<file path="config.mk">
export PLATFORM = sky130hd
export DESIGN_NAME = cache_mem_arbiter
export DESIGN_NICKNAME = d
export VERILOG_FILES = /design/src/rtl/cache_mem_arbiter.sv
export SDC_FILE = /design/constraint.sdc
export NUM_CORES = 1
export LEC_CHECK = 0
export ABC_AREA = 1
export BUFFER_PORTS_ARGS = -buffer_cell sky130_fd_sc_hd__buf_2
export CAP_MARGIN = 15
export CORE_MARGIN = 2
export CORE_UTILIZATION = 30
export CTS_CLUSTER_SIZE = 30
export DETAILED_ROUTE_END_ITERATION = 10
export PLACE_DENSITY = 0.62
export SLEW_MARGIN = 20
export SYNTH_ARGS = -nofsm -noshare
export SYNTH_HDL_FRONTEND = slang
export SYNTH_SLANG_ARGS = --single-unit
</file>
<file path="constraint.sdc">
create_clock -name clk -period 1.96 [get_ports clk]
set_input_delay 0.392 -clock clk [delete_from_list [all_inputs] [get_ports clk]]
set_output_delay 0.392 -clock clk [all_outputs]
set_load 0.01 [all_outputs]
</file>
<file path="src/rtl/cache_mem_arbiter.sv">
// Round-robin arbiter between I-cache and D-cache miss ports onto one memory bus.
// The winning request is latched and held until m_ready, or until the watchdog expires.
module cache_mem_arbiter #(
    parameter int A_WIDTH = 32,
    parameter int TIMEOUT = 255,
    parameter int CNT_W   = 8
) (
    input  logic               clk,
    input  logic               clrn,
    input  logic [A_WIDTH-1:0] ic_a,
    input  logic               ic_strobe,
    output logic [31:0]        ic_dout,
    output logic               ic_ready,
    input  logic [A_WIDTH-1:0] dc_a,
    input  logic [31:0]        dc_din,
    input  logic               dc_rw,
    input  logic               dc_strobe,
    output logic [31:0]        dc_dout,
    output logic               dc_ready,
    output logic [A_WIDTH-1:0] m_a,
    output logic [31:0]        m_din,
    output logic               m_rw,
    output logic               m_strobe,
    input  logic [31:0]        m_dout,
    input  logic               m_ready,
    output logic               timeout_err,
    output logic               grant_d
);

    // state  | meaning
    // IDLE   | waiting for a strobe; grants and latches the request
    // SERV_I | I-cache transaction on the memory bus
    // SERV_D | D-cache transaction on the memory bus
    // DONE   | dead cycle so a stale strobe is not re-granted
    typedef enum logic [1:0] {IDLE, SERV_I, SERV_D, DONE} state_t;

    state_t             state_q, state_d;
    logic               last_d_q, last_d_d;
    logic [CNT_W-1:0]   cnt_q, cnt_d;
    logic [A_WIDTH-1:0] a_q, a_d;
    logic [31:0]        din_q, din_d;
    logic               rw_q, rw_d;
    logic               terr_q, terr_d;

    logic               gnt_i, gnt_d;
    logic               expired;
    logic               finish;
    logic [31:0]        rdata;

    // On a tie the requester not served last wins; last_d resets to 0 so D wins first.
    assign gnt_d   = dc_strobe && (!ic_strobe || !last_d_q);
    assign gnt_i   = ic_strobe && (!dc_strobe || last_d_q);
    assign expired = (cnt_q == CNT_W'(TIMEOUT));
    assign finish  = m_ready || expired;
    assign rdata   = m_ready ? m_dout : 32'h0;

    always_ff @(posedge clk or negedge clrn) begin
        if (!clrn) begin
            state_q  <= IDLE;
            last_d_q <= 1'b0;
            cnt_q    <= '0;
            a_q      <= '0;
            din_q    <= '0;
            rw_q     <= 1'b0;
            terr_q   <= 1'b0;
        end else begin
            state_q  <= state_d;
            last_d_q <= last_d_d;
            cnt_q    <= cnt_d;
            a_q      <= a_d;
            din_q    <= din_d;
            rw_q     <= rw_d;
            terr_q   <= terr_d;
        end
    end

    always_comb begin
        state_d  = state_q;
        last_d_d = last_d_q;
        cnt_d    = cnt_q;
        a_d      = a_q;
        din_d    = din_q;
        rw_d     = rw_q;
        terr_d   = terr_q;
        m_strobe = 1'b0;
        m_rw     = 1'b0;
        ic_ready = 1'b0;
        dc_ready = 1'b0;
        ic_dout  = 32'h0;
        dc_dout  = 32'h0;

        case (state_q)
            IDLE: begin
                if (gnt_d) begin
                    state_d  = SERV_D;
                    a_d      = dc_a;
                    din_d    = dc_din;
                    rw_d     = dc_rw;
                    cnt_d    = '0;
                    last_d_d = 1'b1;
                end else if (gnt_i) begin
                    state_d  = SERV_I;
                    a_d      = ic_a;
                    din_d    = 32'h0;
                    rw_d     = 1'b0;
                    cnt_d    = '0;
                    last_d_d = 1'b0;
                end
            end
            SERV_I, SERV_D: begin
                m_strobe = 1'b1;
                m_rw     = rw_q;
                if (state_q == SERV_I) begin
                    ic_ready = finish;
                    ic_dout  = finish ? rdata : 32'h0;
                end else begin
                    dc_ready = finish;
                    dc_dout  = finish ? rdata : 32'h0;
                end
                // A real answer in the expiry cycle takes priority over the watchdog.
                if (m_ready) begin
                    state_d = DONE;
                end else if (expired) begin
                    terr_d  = 1'b1;
                    state_d = DONE;
                end else if (cnt_q != '1) begin
                    cnt_d = cnt_q + 1'b1;
                end
            end
            DONE: state_d = IDLE;
            default: state_d = IDLE;
        endcase
    end

    assign m_a         = a_q;
    assign m_din       = din_q;
    assign grant_d     = last_d_q;
    assign timeout_err = terr_q;

endmodule

</file>
==> flow_summary.ini <==
[grt]
grt_pass1_wl_mm = 20.6
grt_max_degree = 43
antenna_found_initial = 0
grt_pass1_vias = 4094
track_usage = 0.181
grt_overflow = 0

[clocking]
htree_levels = 3
cts-root-buf = clkbuf_16
cts_buffers = 9
clkLatencyLatePin_ns = 0.33
cts_buffer_depth = 2
tritoncts = built
clk_pin_slew_worst_paths_ns = 0.06
cts_sinks = 77

[critical_path]
slowest_delay_ns = 0.39
r2r_setup_slack_ns = 0.26
r2r_cells = 9
critical_path.max_fanout = 10
critPathLaunchType = flop
cp.arrival_ns = 1.75
critical_path_required_ns = 1.57
path_cells = buf_4, ha_1, or2_4, clkbuf_16, nor2_2, buf_2
cp_slowest_cell = dfrtp_1
critPathKind = flop to primary output
end_kind = primary output

[sta]
rsz0062_at_grt = true
min_period_over_period = 1.09
fin_crit_ns = 2.14
fin_worst_skew_ns = 0.00488
slew_headroom = 0.777
max_freq_mhz = 468
hold_viol = 0
finalSetupViolCount = 58
setup_ws_ns = -0.179
maxSlewViolCount = 0
worstMarginPinSlew_ns = 0.334

[routing]
avgRoutedWirePerCell_um = 13.9
firstDrtPassIters = 4
vias = 4437
drc_errors = 0
postRouteAntennaNets = 0
avgViaCountPerCell = 4.52
drtIter0Drc = 188
routed_wl_mm = 13.6

[pwr]
powerDensity_mw_per_mm2 = 1530
p_int_mw = 5.63
power_frac_clock = 0.209
p_seq_frac = 0.273
power.leakage_nw = 3.28
sw_frac_of_total = 0.405
peakVddDrop_mv = 0.669
power_mw = 9.45
switching_power_mw = 3.82
comb_power_share = 0.517

[layout]
drive_gt1_frac = 0.442
nNetsFinal = 938
finish.utilization = 0.466
regArea_mm2 = 0.00193
area_delta_synth_final_pct = 52.3
final_common_cell = buf_2
multi_input_area_mm2 = 0.00181
final_cell_mix = 263 x buf_2, 129 x nand2_1, 85 x nor2_1
fillers = 1367
diodes = 0

[min_path]
hp-class = input port to flop
hold_depth = 3

[placed_design]
dp_hpwl_mm = 9.97
port_buffers = 267
globalplace.congestion = 0.758
post-place-ws_ns = 0.110

[die]
die_area_mm2 = 0.0145
die_w_um = 120
pin_count = 268
coreArea_mm2 = 0.0132
num_rows = 42
die_h_um = 120
start_util = 0.306

[status]
violations = setup timing
outcome = finished, violations left

[yosys]
synth_nets = 671
yosys.area.top_type = dfrtp_1
synth_area_leaders = dfrtp_1 48%, nand2_1 12%, nor2_1 9.9%
synth_cell_type_count = 26
syn_inst = 534
ys_seq_area_frac = 0.475
yosys_warnings = 0
yosysTopAreaCellShare = 0.475
avgSynthCellArea_um2 = 7.59
synth_area_mm2 = 0.00405
ys_seq_elements = 77

[job]
maxCapViolations = 0
[final timing paths]
path                                                 to                    start
max in group asynchronous           m_a[16]$_DFFE_PN0P_                     clrn
worst min register to register  timeout_err$_DFFE_PN0P_  timeout_err$_DFFE_PN0P_
worst min-delay path              m_din[16]$_DFFE_PN0P_               dc_din[16]
worst max-delay path                        dc_dout[17]   state_q[0]$_DFFE_PN0P_
min in group asynchronous         m_din[17]$_DFFE_PN0P_                     clrn
worst max register to register     cnt_q[2]$_DFFE_PN0P_   state_q[0]$_DFFE_PN0P_
[worst max-delay path, delay by kind of cell, from the launching register on]
family	cells	cell delay, ns
buffers and inverters	3	0.46
flip-flops	1	0.39
AND/OR/NAND/NOR	2	0.36
adder cells (fa/ha/maj)	1	0.20
[synth_stat cells]
library cell  number
a31o_2             1
ha_1               3
nand2_1          130
inv_2              3
clkbuf_1           6
nand3_2            1
or2_1              1
dfrtp_1           77
buf_4              1
nor2_1           107
o21ai_0           34
o21a_1             1
nand3_1           41
buf_12             1
o21bai_1           2
buf_6              8
nor2_4             2
buf_2             22
a21oi_2            1
o21ai_2            6
a31oi_1           32
nand3_4            1
nand2_2            2
o21ai_1            4
a21oi_1            3
inv_1             44
[state kept, by name, summed over array words and instances (netlist names)]
signal       flops
m_din           32
grant_d          1
m_a             32
timeout_err      1
cnt_q            8
rw_q             1
state_q          2
[through the flow]
| stage | hold WS, ns | cells | instance area [um^2] | TNS, ns |
|---|---|---|---|---|
| after floorplan | 0.0964 | 534 | 4050 | 0 |
| after global placement | 0.255 | 954 | 5560 | 0 |
| after detailed placement | 0.256 | 954 | 5560 | 0 |
| after CTS | 0.278 | 975 | 6010 | -4.42 |
| after global routing | 0.301 | 982 | 6170 | -7.96 |
| final | 0.290 | 982 | 6170 | -5.16 |
[power by group through the flow]
stage | Sequential [mW] | Combinational [mW] | Clock, mW
3_3_place_gp | 2.59 | 4.22 | 0
4_1_cts | 2.59 | 4.54 | 2.04
6_report | 2.58 | 4.89 | 1.98
2_1_floorplan | 2.87 | 2.55 | 0
5_1_grt | 2.66 | 5.39 | 2.11
3_5_place_dp | 2.59 | 4.28 | 0
[timing repair]
| item | CTS | global route |
|---|---|---|
| hold endpoints to repair | 12 | 0 |
| pin swaps | 1 | 4 |
| buffers inserted | 3 | 6 |
| gates cloned | 1 | 1 |
| resized for setup | 18 | 26 |
| endpoints found under the setup margin | 66 | 66 |
| hold buffers | 1 | 0 |
[logic make-up (layout without fill, tap and decap cells)]
family / Yosys count / count (layout) / share of synthesized area
simple gates: 285 / 285 / 0.287
flops: 77 / 77 / 0.475
fa+ha+maj: 3 / 3 / 0.00926
compound gates: 84 / 84 / 0.123
buf+inv: 85 / 357 / 0.105
[per-layer routing]
metal | share of wire | vias up | routed length, um | GRT usage
met4 | 0.018 | 0 | 246 | 0.0654
met3 | 0.068 | 18 | 925 | 0.0410
met1 | 0.39 | 2021 | 5350 | 0.206
li1 | - | 2224 | - | -
met5 | 0 | - | 0 | 0
met2 | 0.52 | 174 | 7110 | 0.330
[area by class of cell]
type | count | area share
Sequential cell | 77 | 0.312
Clock buffer | 13 | 0.0438
Tap cell | 176 | 0.0357
Timing Repair Buffer | 294 | 0.272
Clock inverter | 3 | 0.0146
Inverter | 47 | 0.0286
Multi-Input combinational cell | 372 | 0.293
Note: power is estimated with default switching activity, not from simulation.
